`config.mk`:
```
export PLATFORM = sky130hd
export DESIGN_NAME = rv_mc_ctrl
export DESIGN_NICKNAME = d
export VERILOG_FILES = /design/src/rtl/rv_mc_ctrl.sv
export SDC_FILE = /design/constraint.sdc
export NUM_CORES = 1
export LEC_CHECK = 0
export BUFFER_PORTS_ARGS = -buffer_cell sky130_fd_sc_hd__buf_2
export CORE_UTILIZATION = 48
export CTS_BUF_LIST = sky130_fd_sc_hd__clkbuf_4 sky130_fd_sc_hd__clkbuf_8
export DETAILED_ROUTE_END_ITERATION = 10
export MAX_ROUTING_LAYER = met4
export PLACE_DENSITY = 0.82
export SLEW_MARGIN = 20
export SYNTH_ARGS = -nofsm -noshare
export SYNTH_HDL_FRONTEND = slang
export SYNTH_SLANG_ARGS = --single-unit
```
`constraint.sdc`:
```
create_clock -name clk -period 2.2 [get_ports clk]
set_clock_uncertainty 0.2 [all_clocks]
set_input_delay 0.11 -clock clk [delete_from_list [all_inputs] [get_ports clk]]
set_output_delay 0.11 -clock clk [all_outputs]
set_load 0.005 [all_outputs]
```
`src/rtl/rv_mc_ctrl.sv`:
```
// Multi-cycle control FSM for the RISC-V core: fetch/decode/execute/memory/writeback sequencing.
// Optional macro RV_PERF_CNT_EN adds cycle and retired-instruction counters.
module rv_mc_ctrl #(
   parameter int unsigned WAIT_LIMIT = 255,
   parameter int unsigned CNT_W      = 32
) (
   input  logic        clk,
   input  logic        rst,
   input  logic [31:0] ir,
   input  logic        br_taken,
   input  logic        mem_ready,
   output logic        mem_req,
   output logic        mem_we,
   output logic        mem_is_fetch,
   output logic        ir_we,
   output logic        pc_we,
   output logic [1:0]  pc_sel,
   output logic [2:0]  imm_sel,
   output logic        alu_a_sel,
   output logic        alu_b_sel,
   output logic        rf_we,
   output logic [1:0]  wb_sel,
   output logic        trap,
   output logic [2:0]  state_o
`ifdef RV_PERF_CNT_EN
   ,
   output logic [CNT_W-1:0] cyc_cnt,
   output logic [CNT_W-1:0] ret_cnt
`endif
);

   typedef enum logic [2:0] {
      S_FETCH  = 3'd0,
      S_DECODE = 3'd1,
      S_EXEC   = 3'd2,
      S_MEM    = 3'd3,
      S_WB     = 3'd4,
      S_TRAP   = 3'd5
   } state_t;

   localparam logic [6:0] OP_R     = 7'b0110011;
   localparam logic [6:0] OP_IALU  = 7'b0010011;
   localparam logic [6:0] OP_LOAD  = 7'b0000011;
   localparam logic [6:0] OP_STORE = 7'b0100011;
   localparam logic [6:0] OP_BR    = 7'b1100011;
   localparam logic [6:0] OP_JAL   = 7'b1101111;
   localparam logic [6:0] OP_JALR  = 7'b1100111;
   localparam logic [6:0] OP_LUI   = 7'b0110111;
   localparam logic [6:0] OP_AUIPC = 7'b0010111;

   // Counter only has to reach WAIT_LIMIT-1; the timeout fires on the next waiting cycle.
   localparam int unsigned WCW = (WAIT_LIMIT > 1) ? $clog2(WAIT_LIMIT) : 1;

   state_t         r_state;
   state_t         w_next;
   logic [WCW-1:0] r_wait;
   logic           r_trap;

   logic [6:0] w_op;
   logic       w_legal;
   logic       w_is_ld;
   logic       w_is_st;
   logic       w_is_br;
   logic       w_is_jal;
   logic       w_is_jalr;
   logic       w_is_auipc;
   logic       w_b_imm;
   logic [2:0] w_imm;
   logic       w_timeout;

   always_comb begin
      w_op       = ir[6:0];
      w_legal    = 1'b1;
      w_imm      = 3'd0;
      w_b_imm    = 1'b0;
      unique case (w_op)
         OP_R:     ;
         OP_IALU:  begin w_imm = 3'd1; w_b_imm = 1'b1; end
         OP_LOAD:  begin w_imm = 3'd1; w_b_imm = 1'b1; end
         OP_STORE: begin w_imm = 3'd2; w_b_imm = 1'b1; end
         OP_BR:    w_imm = 3'd3;
         OP_JAL:   w_imm = 3'd5;
         OP_JALR:  begin w_imm = 3'd1; w_b_imm = 1'b1; end
         OP_LUI:   begin w_imm = 3'd4; w_b_imm = 1'b1; end
         OP_AUIPC: begin w_imm = 3'd4; w_b_imm = 1'b1; end
         default:  w_legal = 1'b0;
      endcase
      w_is_ld    = (w_op == OP_LOAD);
      w_is_st    = (w_op == OP_STORE);
      w_is_br    = (w_op == OP_BR);
      w_is_jal   = (w_op == OP_JAL);
      w_is_jalr  = (w_op == OP_JALR);
      w_is_auipc = (w_op == OP_AUIPC);
      w_timeout  = (WAIT_LIMIT != 0) && !mem_ready &&
                   (r_wait == WCW'(WAIT_LIMIT - 1));
   end

   always_comb begin
      w_next       = r_state;
      mem_req      = 1'b0;
      mem_we       = 1'b0;
      mem_is_fetch = 1'b0;
      ir_we        = 1'b0;
      pc_we        = 1'b0;
      pc_sel       = 2'd0;
      imm_sel      = 3'd0;
      alu_a_sel    = 1'b0;
      alu_b_sel    = 1'b0;
      rf_we        = 1'b0;
      wb_sel       = 2'd0;
      trap         = 1'b0;
      state_o      = 3'd0;
      if (!rst) begin
         state_o = r_state;
         trap    = r_trap;
         // Operand selects stay valid through MEM/WB because the ALU result is not latched.
         if (r_state == S_EXEC || r_state == S_MEM || r_state == S_WB) begin
            imm_sel   = w_imm;
            alu_a_sel = w_is_auipc;
            alu_b_sel = w_b_imm;
         end
         case (r_state)
            S_FETCH: begin
               mem_req      = 1'b1;
               mem_is_fetch = 1'b1;
               if (mem_ready) begin
                  ir_we  = 1'b1;
                  w_next = S_DECODE;
               end else if (w_timeout) begin
                  w_next = S_TRAP;
               end
            end
            S_DECODE: begin
               imm_sel = w_imm;
               w_next  = w_legal ? S_EXEC : S_TRAP;
            end
            S_EXEC: begin
               if (w_is_br) begin
                  pc_we  = 1'b1;
                  pc_sel = br_taken ? 2'd1 : 2'd0;
                  w_next = S_FETCH;
               end else if (w_is_ld || w_is_st) begin
                  w_next = S_MEM;
               end else begin
                  w_next = S_WB;
               end
            end
            S_MEM: begin
               mem_req = 1'b1;
               mem_we  = w_is_st;
               if (mem_ready) begin
                  if (w_is_st) begin
                     pc_we  = 1'b1;
                     w_next = S_FETCH;
                  end else begin
                     w_next = S_WB;
                  end
               end else if (w_timeout) begin
                  w_next = S_TRAP;
               end
            end
            S_WB: begin
               rf_we  = 1'b1;
               pc_we  = 1'b1;
               wb_sel = w_is_ld ? 2'd1 : ((w_is_jal || w_is_jalr) ? 2'd2 : 2'd0);
               pc_sel = w_is_jal ? 2'd1 : (w_is_jalr ? 2'd2 : 2'd0);
               w_next = S_FETCH;
            end
            S_TRAP:  w_next = S_TRAP;
            default: w_next = S_FETCH;
         endcase
      end
   end

   always_ff @(posedge clk) begin
      if (rst) begin
         r_state <= S_FETCH;
         r_wait  <= '0;
         r_trap  <= 1'b0;
      end else begin
         r_state <= w_next;
         if (w_next != r_state)
            r_wait <= '0;
         else if (mem_req && !mem_ready)
            r_wait <= r_wait + WCW'(1);
         if (w_next == S_TRAP)
            r_trap <= 1'b1;
      end
   end

`ifdef RV_PERF_CNT_EN
   // pc_we is asserted exactly at the three retirement points (branch EXEC, store MEM, WB).
   always_ff @(posedge clk) begin
      if (rst) begin
         cyc_cnt <= '0;
         ret_cnt <= '0;
      end else begin
         if (r_state != S_TRAP)
            cyc_cnt <= cyc_cnt + CNT_W'(1);
         if (pc_we)
            ret_cnt <= ret_cnt + CNT_W'(1);
      end
   end
`endif

endmodule

```
# --- After elaboration in Yosys (flattened, before gate mapping) ---
# Index checks and enable logic that the tools add are counted.
classes:
  addsub: 1
  n_reduce_logical: 14
  mux: 47
  eq_ne: 17
op_table:
  columns: ["operator", "count"]
  rows:
  - ["$mux 3", 12]
  - ["$pmux 3 s5", 2]
  - ["$mux 1", 24]
  - ["$eq 7x6->1 const B", 3]
  - ["$eq 7x7->1 const B", 3]
  - ["$eq 7x5->1 const B", 2]
  - ["$mux 2", 7]
  - ["$eq 3x3->1 const B", 3]
  - ["$reduce_or 9->1", 1]
  - ["$add 8x1->8 const B", 1]
  - ["$eq 8x8->1 const B", 1]
  - ["$eq 7x2->1 const B", 1]
  - ["$eq 3x2->1 const B", 2]
  - ["$reduce_or 2->1", 3]
  - ["$reduce_or 6->1", 1]
  - ["$logic_or 1x1->1", 4]
  - ["$pmux 2 s2", 1]
  - ["$eq 3x1->1 const B", 1]
  - ["$logic_not 3->1", 1]
  - ["$ne 3x3->1", 1]
  - ["$pmux 1 s3", 1]
  - ["$reduce_or 3->1", 1]
  - ["$logic_and 1x1->1", 2]
  - ["$logic_not 1->1", 1]
totals:
  wordCells: 82
  output_inout_bits: 19
  input_bits: 36
  regBits: 12

# --- Longest topological paths before layout ---
depth:
  depth_word: 8
  ltp_mapped: 7

# --- Worst setup path before layout ---
# No wires, ideal clock.
synth_timing:
  kind: "reg-to-reg"
  startpoint: "register r_state[0]"
  endpoint: "register r_trap"
  setup_slack_ns: 0.378
  setup_time_ns: 0.088
  stages_incl_launch_ff: 7
  arrival_ns: 1.534
  required_ns: 1.912
  cell_sequence: "dfxtp_1 -> buf_6 -> or3_1 -> a211oi_2 -> a32oi_1 -> and3_1 -> a311oi_2"
synth_between:
  elab_chain_cells: 5
  elab_cells_between_ends: 11
  classes_between: "eq/ne (5); mux (5); reduce/logical (1)"
synth_lines:
  columns: ["element", "line", "rtl"]
  rows:
  - ["start, declared", "54", "state_t r_state;"]
  - ["start signal, assigned", "181", "r_state <= w_next;"]
  - ["$mux 3", "129, 158", null]
  - ["$mux 3 (on tied branches)", "151, 126", null]
  - ["$pmux 3 s5", "122", "case (r_state)"]
  - ["$mux 3 (*)", "113", "if (!rst) begin"]
  - ["$eq 3x3->1 (*)", "186", "if (w_next == S_TRAP)"]
  - ["end signal, assigned", "179", "r_trap <= 1'b0;"]
  - ["end signal, assigned", "187", "r_trap <= 1'b1;"]
  - ["end, declared", "57", "logic r_trap;"]
# Mark *: on every way between the ends. The rest lies on a longest branch, timed or not.
# A chain may end at the register's enable or synchronous reset.

# --- Final worst setup path ---
layout_timing:
  startpoint: "register r_state[1]"
  endpoint: "output pc_sel[1]"
layout_between:
  elab_chain_cells: 3
  elab_cells_between_ends: 4
  classes_between: "eq/ne (2); mux (2)"
layout_lines:
  columns: ["element", "line", "rtl"]
  rows:
  - ["$eq 3x3->1 or $eq 3x2->1 (tied branches)", "122", null]
  - ["$pmux 2 s2 (*)", "122", null]
  - ["$mux 2 (*)", "113", null]
  - ["end, declared", "17", "output logic [1:0] pc_sel,"]
# Marks and branches as above.

==> summary.md <==
| Metric | Value |
|---|---|
| Growth of design area from synthesis to finish | `17.2%` |
| Pin slew with the least headroom to its limit | `0.489 ns` |
| Hold-critical path depth | `2` |
| Leakage power figure | `0.549 nW` |
| Post-layout min period | `2.05 ns` |
| Post-Syn Area per Cell | `7.53 µm²` |
| Netlist cell types | `46` |
| Source of the worst register-to-register timing path | `r_state[1]` |
| Upper clock frequency limit | `487 MHz` |
| Largest net degree at the start of global routing | `20` |
| Critical Path Stages | `6` |
| List of cells traversed by the critical path | `buf_4 -> nand2b_1 -> nor3_1 -> and3_1 -> nor2b_1 -> buf_2` |
| Top Layer Used | `met4` |
| Horiz. Die Dim | `51.0 µm` |
| Clock buffers created by TritonCTS | `3` |
| CP peak stage delay | `0.40 ns` |
| Antenna violations before repair | `0` |
| Met3 layer wire length in the routed design | `141 µm` |
| Half-perimeter wire length after placement | `2140 µm` |
| IO buf count | `29` |
| Global placer's final weighted congestion | `0.832` |
| Crit path max-delay family | `simple AND/OR/NAND/NOR gates` |
| Clock tree buffer depth | `2` |
| Worst hold path class | `input port to flop` |
| Synthesized net count | `191` |
| Buffers inserted by post-CTS timing repair | `0` |
| Antenna viol nets, final | `0` |
| Maximum fanout encountered on the critical timing path | `9` |
| Reg-to-reg slack, setup | `0.24 ns` |
| Synth Cell Area | `1150 µm²` |
| Average vias per placed instance | `5.90` |
| Count of final max-slew check failures | `0` |
| Diode count | `0` |
| Number of clock sinks | `12` |
| Peak VDD IR | `255 µV` |
| Standard-cell row count | `17` |
| Vias after detailed routing | `1,233` |
| Starting DRC count in detailed routing | `41` |
| Count of endpoints failing hold in the final timing report | `0` |
| Gate count after technology mapping | `153` |
| Floorplan Core Area | `2230 µm²` |
| H-tree depth reported by CTS | `1` |
| Root Buffer | `clkbuf_4` |
| # Max-Cap Violations | `0` |
| Relative slew slack | `67.1%` |
| Fraction of registers with async set or reset after synthesis | `0%` |
| Number of remaining DRC errors | `0` |
| Amount of wire on met2 after detailed routing | `1430 µm` |
| Number of global-route vias before repair | `1,127` |
| Yosys warning count | `0` |
| Fillers | `198` |
| Sum of negative setup slack | `0 ns` |
| First drt pass iteration count | `4` |
| Met1 wire length | `1240 µm` |
| CP endpoint kind | `primary output` |
| CTS Hold Buffers Added | `0` |
| Arrival time worst endpoint | `1.74 ns` |
| Final critical-path share of the clock period | `93.2%` |
| Origin of the worst setup path | `r_state[1]` |
| Setup repair after global routing missed its margin | `no` |
| PwrDens | `444 nW/µm²` |
| WP buf/inv | `2` |
| Final setup viols | `0` |
| Worst setup SP type | `flop` |
| Final hold slack | `0.0437 ns` |
| GR Overflow Total | `0` |
| Die height | `51.0 µm` |
| Part of the Yosys area used for sequential elements | `20.8%` |
| Routed wire length per instance | `13.6 µm` |
| Number of non-filler instances in the completed layout | `209` |
| Most instantiated flip-flop cell in the synthesis netlist | `dfxtp_1` |
| Share of final-layout standard cells stronger than drive strength 1 | `27.6%` |
| Area of the die | `2600 µm²` |
| Fraction of the core area covered by cells at the end of the flow | `60.4%` |
| Global-route wire length before repair | `4770 µm` |
| Clock latency at the later pin of the worst-skew pair | `0.27 ns` |
| Final #Nets | `220` |
| Critical path data required time | `1.89 ns` |
| CTS tree | `built` |
| Starting density of the core | `51.6%` |
| Critical Path End | `pc_sel[1]` |
| Critical path start-end classification | `flop to primary output` |
| I/O pin count | `55` |
| Worst flop-to-flop path endpoint | `r_wait[6]` |
| Post-synth EDFFs | `0` |
| Clk slew on worst S/H paths | `0.07 ns` |
| Result of the run | `finished, final reports clean` |
| Register bit total from synthesis | `12` |
| R2r worst-path depth | `4` |
| Cell with the largest stage delay on the worst path | `dfxtp_1` |
| Tot GR Track Use | `23.9%` |
| Total wirelength of the detailed-routed design | `2840 µm` |
| Cell count after placement | `205` |
## where the power goes
group,internal [mW],switching (mW)
registers,0.225,0.00969
logic,0.0723,0.117
clock network,0.101,0.0752
total,0.398,0.201
## flip-flops by register name, indices dropped and copies added, names as in the netlist
register	count
r_wait	8
r_state	3
r_trap	1
## cells by family (layout without fill, tap and decap cells)
| family | Yosys count | after routing | synth area share (%) |
|---|---|---|---|
| flops | 12 | 12 | 20.8 |
| compound gates | 30 | 30 | 21.5 |
| simple gates | 88 | 88 | 43.7 |
| buf+inv | 13 | 41 | 5.75 |
| xor+xnor | 8 | 8 | 6.08 |
| fa+ha+maj | 2 | 2 | 2.17 |
## synth_stat cells, drive strengths merged, types with 2 or more instances
cell,count,area [µm²]
a21oi,10,50.1
a31oi,2,12.5
and2b,2,15.0
and3,6,37.5
buf,6,40.0
clkbuf,3,11.3
dfxtp,12,240
ha,2,25.0
inv,4,15.0
nand2,15,56.3
nand2b,7,43.8
nand3,6,30.0
nand4,5,31.3
nor2,13,48.8
nor2b,5,31.3
nor3,17,100
nor4,2,27.5
o21ai,7,38.8
o21bai,2,26.3
xor2,7,61.3
## worst min path at each step
stage	startpoint	endpoint	slack (ns)
global route	rst	r_state[1]	0.05
global placement	r_trap	r_trap	0.29
detailed placement	rst	r_state[1]	0.32
CTS	rst	r_state[1]	0.04
floorplan	ir[3]	pc_sel[1]	0.05
finish	rst	r_state[1]	0.04
## area by class of cell
cell class | count | area (µm²) | area share (%)
Multi-Input combinational cell | 128 | 848 | 62.8
Sequential cell | 12 | 240 | 17.8
Timing Repair Buffer | 33 | 175 | 13.0
Clock buffer | 4 | 36.3 | 2.69
Tap cell | 28 | 35.0 | 2.60
Inverter | 4 | 15.0 | 1.11
## worst register-to-register path, delay by kind of cell, from the launching register on
| kind | cells | cell delay [ns] |
|---|---|---|
| AO/OA/AOI/OAI | 1 | 0.26 |
| AND/OR/NAND/NOR | 3 | 0.93 |
| flip-flops | 1 | 0.50 |
## timing repair
item | 4_1_cts | 5_1_grt
setup endpoints to repair | 0 | 1
gates resized for setup | 0 | 1
endpoints found under the hold margin | 0 | 0
## metrics by stage
step | power [mW] | setup WS [ns] | cell area [µm²]
after floorplan | 0.373 | 0.378 | 1150
after global routing | 0.629 | 0.0356 | 1350
after detailed placement | 0.424 | 0.280 | 1310
final | 0.599 | 0.149 | 1350
after CTS | 0.598 | 0.127 | 1350
after global placement | 0.416 | 0.348 | 1310
## layout by cell type, fill, tap and decap left out, types with 7 or more instances in the layout
| cell | Yosys | final |
|---|---|---|
| buf_2 | 2 | 29 |
| nand2b_1 | 7 | 7 |
| dfxtp_1 | 12 | 12 |
| nor2_1 | 13 | 13 |
| a21oi_1 | 10 | 10 |
| xor2_1 | 7 | 7 |
| nand2_1 | 15 | 15 |
| nor3_1 | 14 | 14 |
## per-layer routing
| metal | global-route usage [%] | vias up |
|---|---|---|
| li1 | - | 608 |
| met1 | 29.4 | 574 |
| met2 | 39.9 | 45 |
| met3 | 4.17 | 6 |
| met4 | 6.94 | 0 |
| met5 | - | - |
Power figures use the tool's default switching activity.
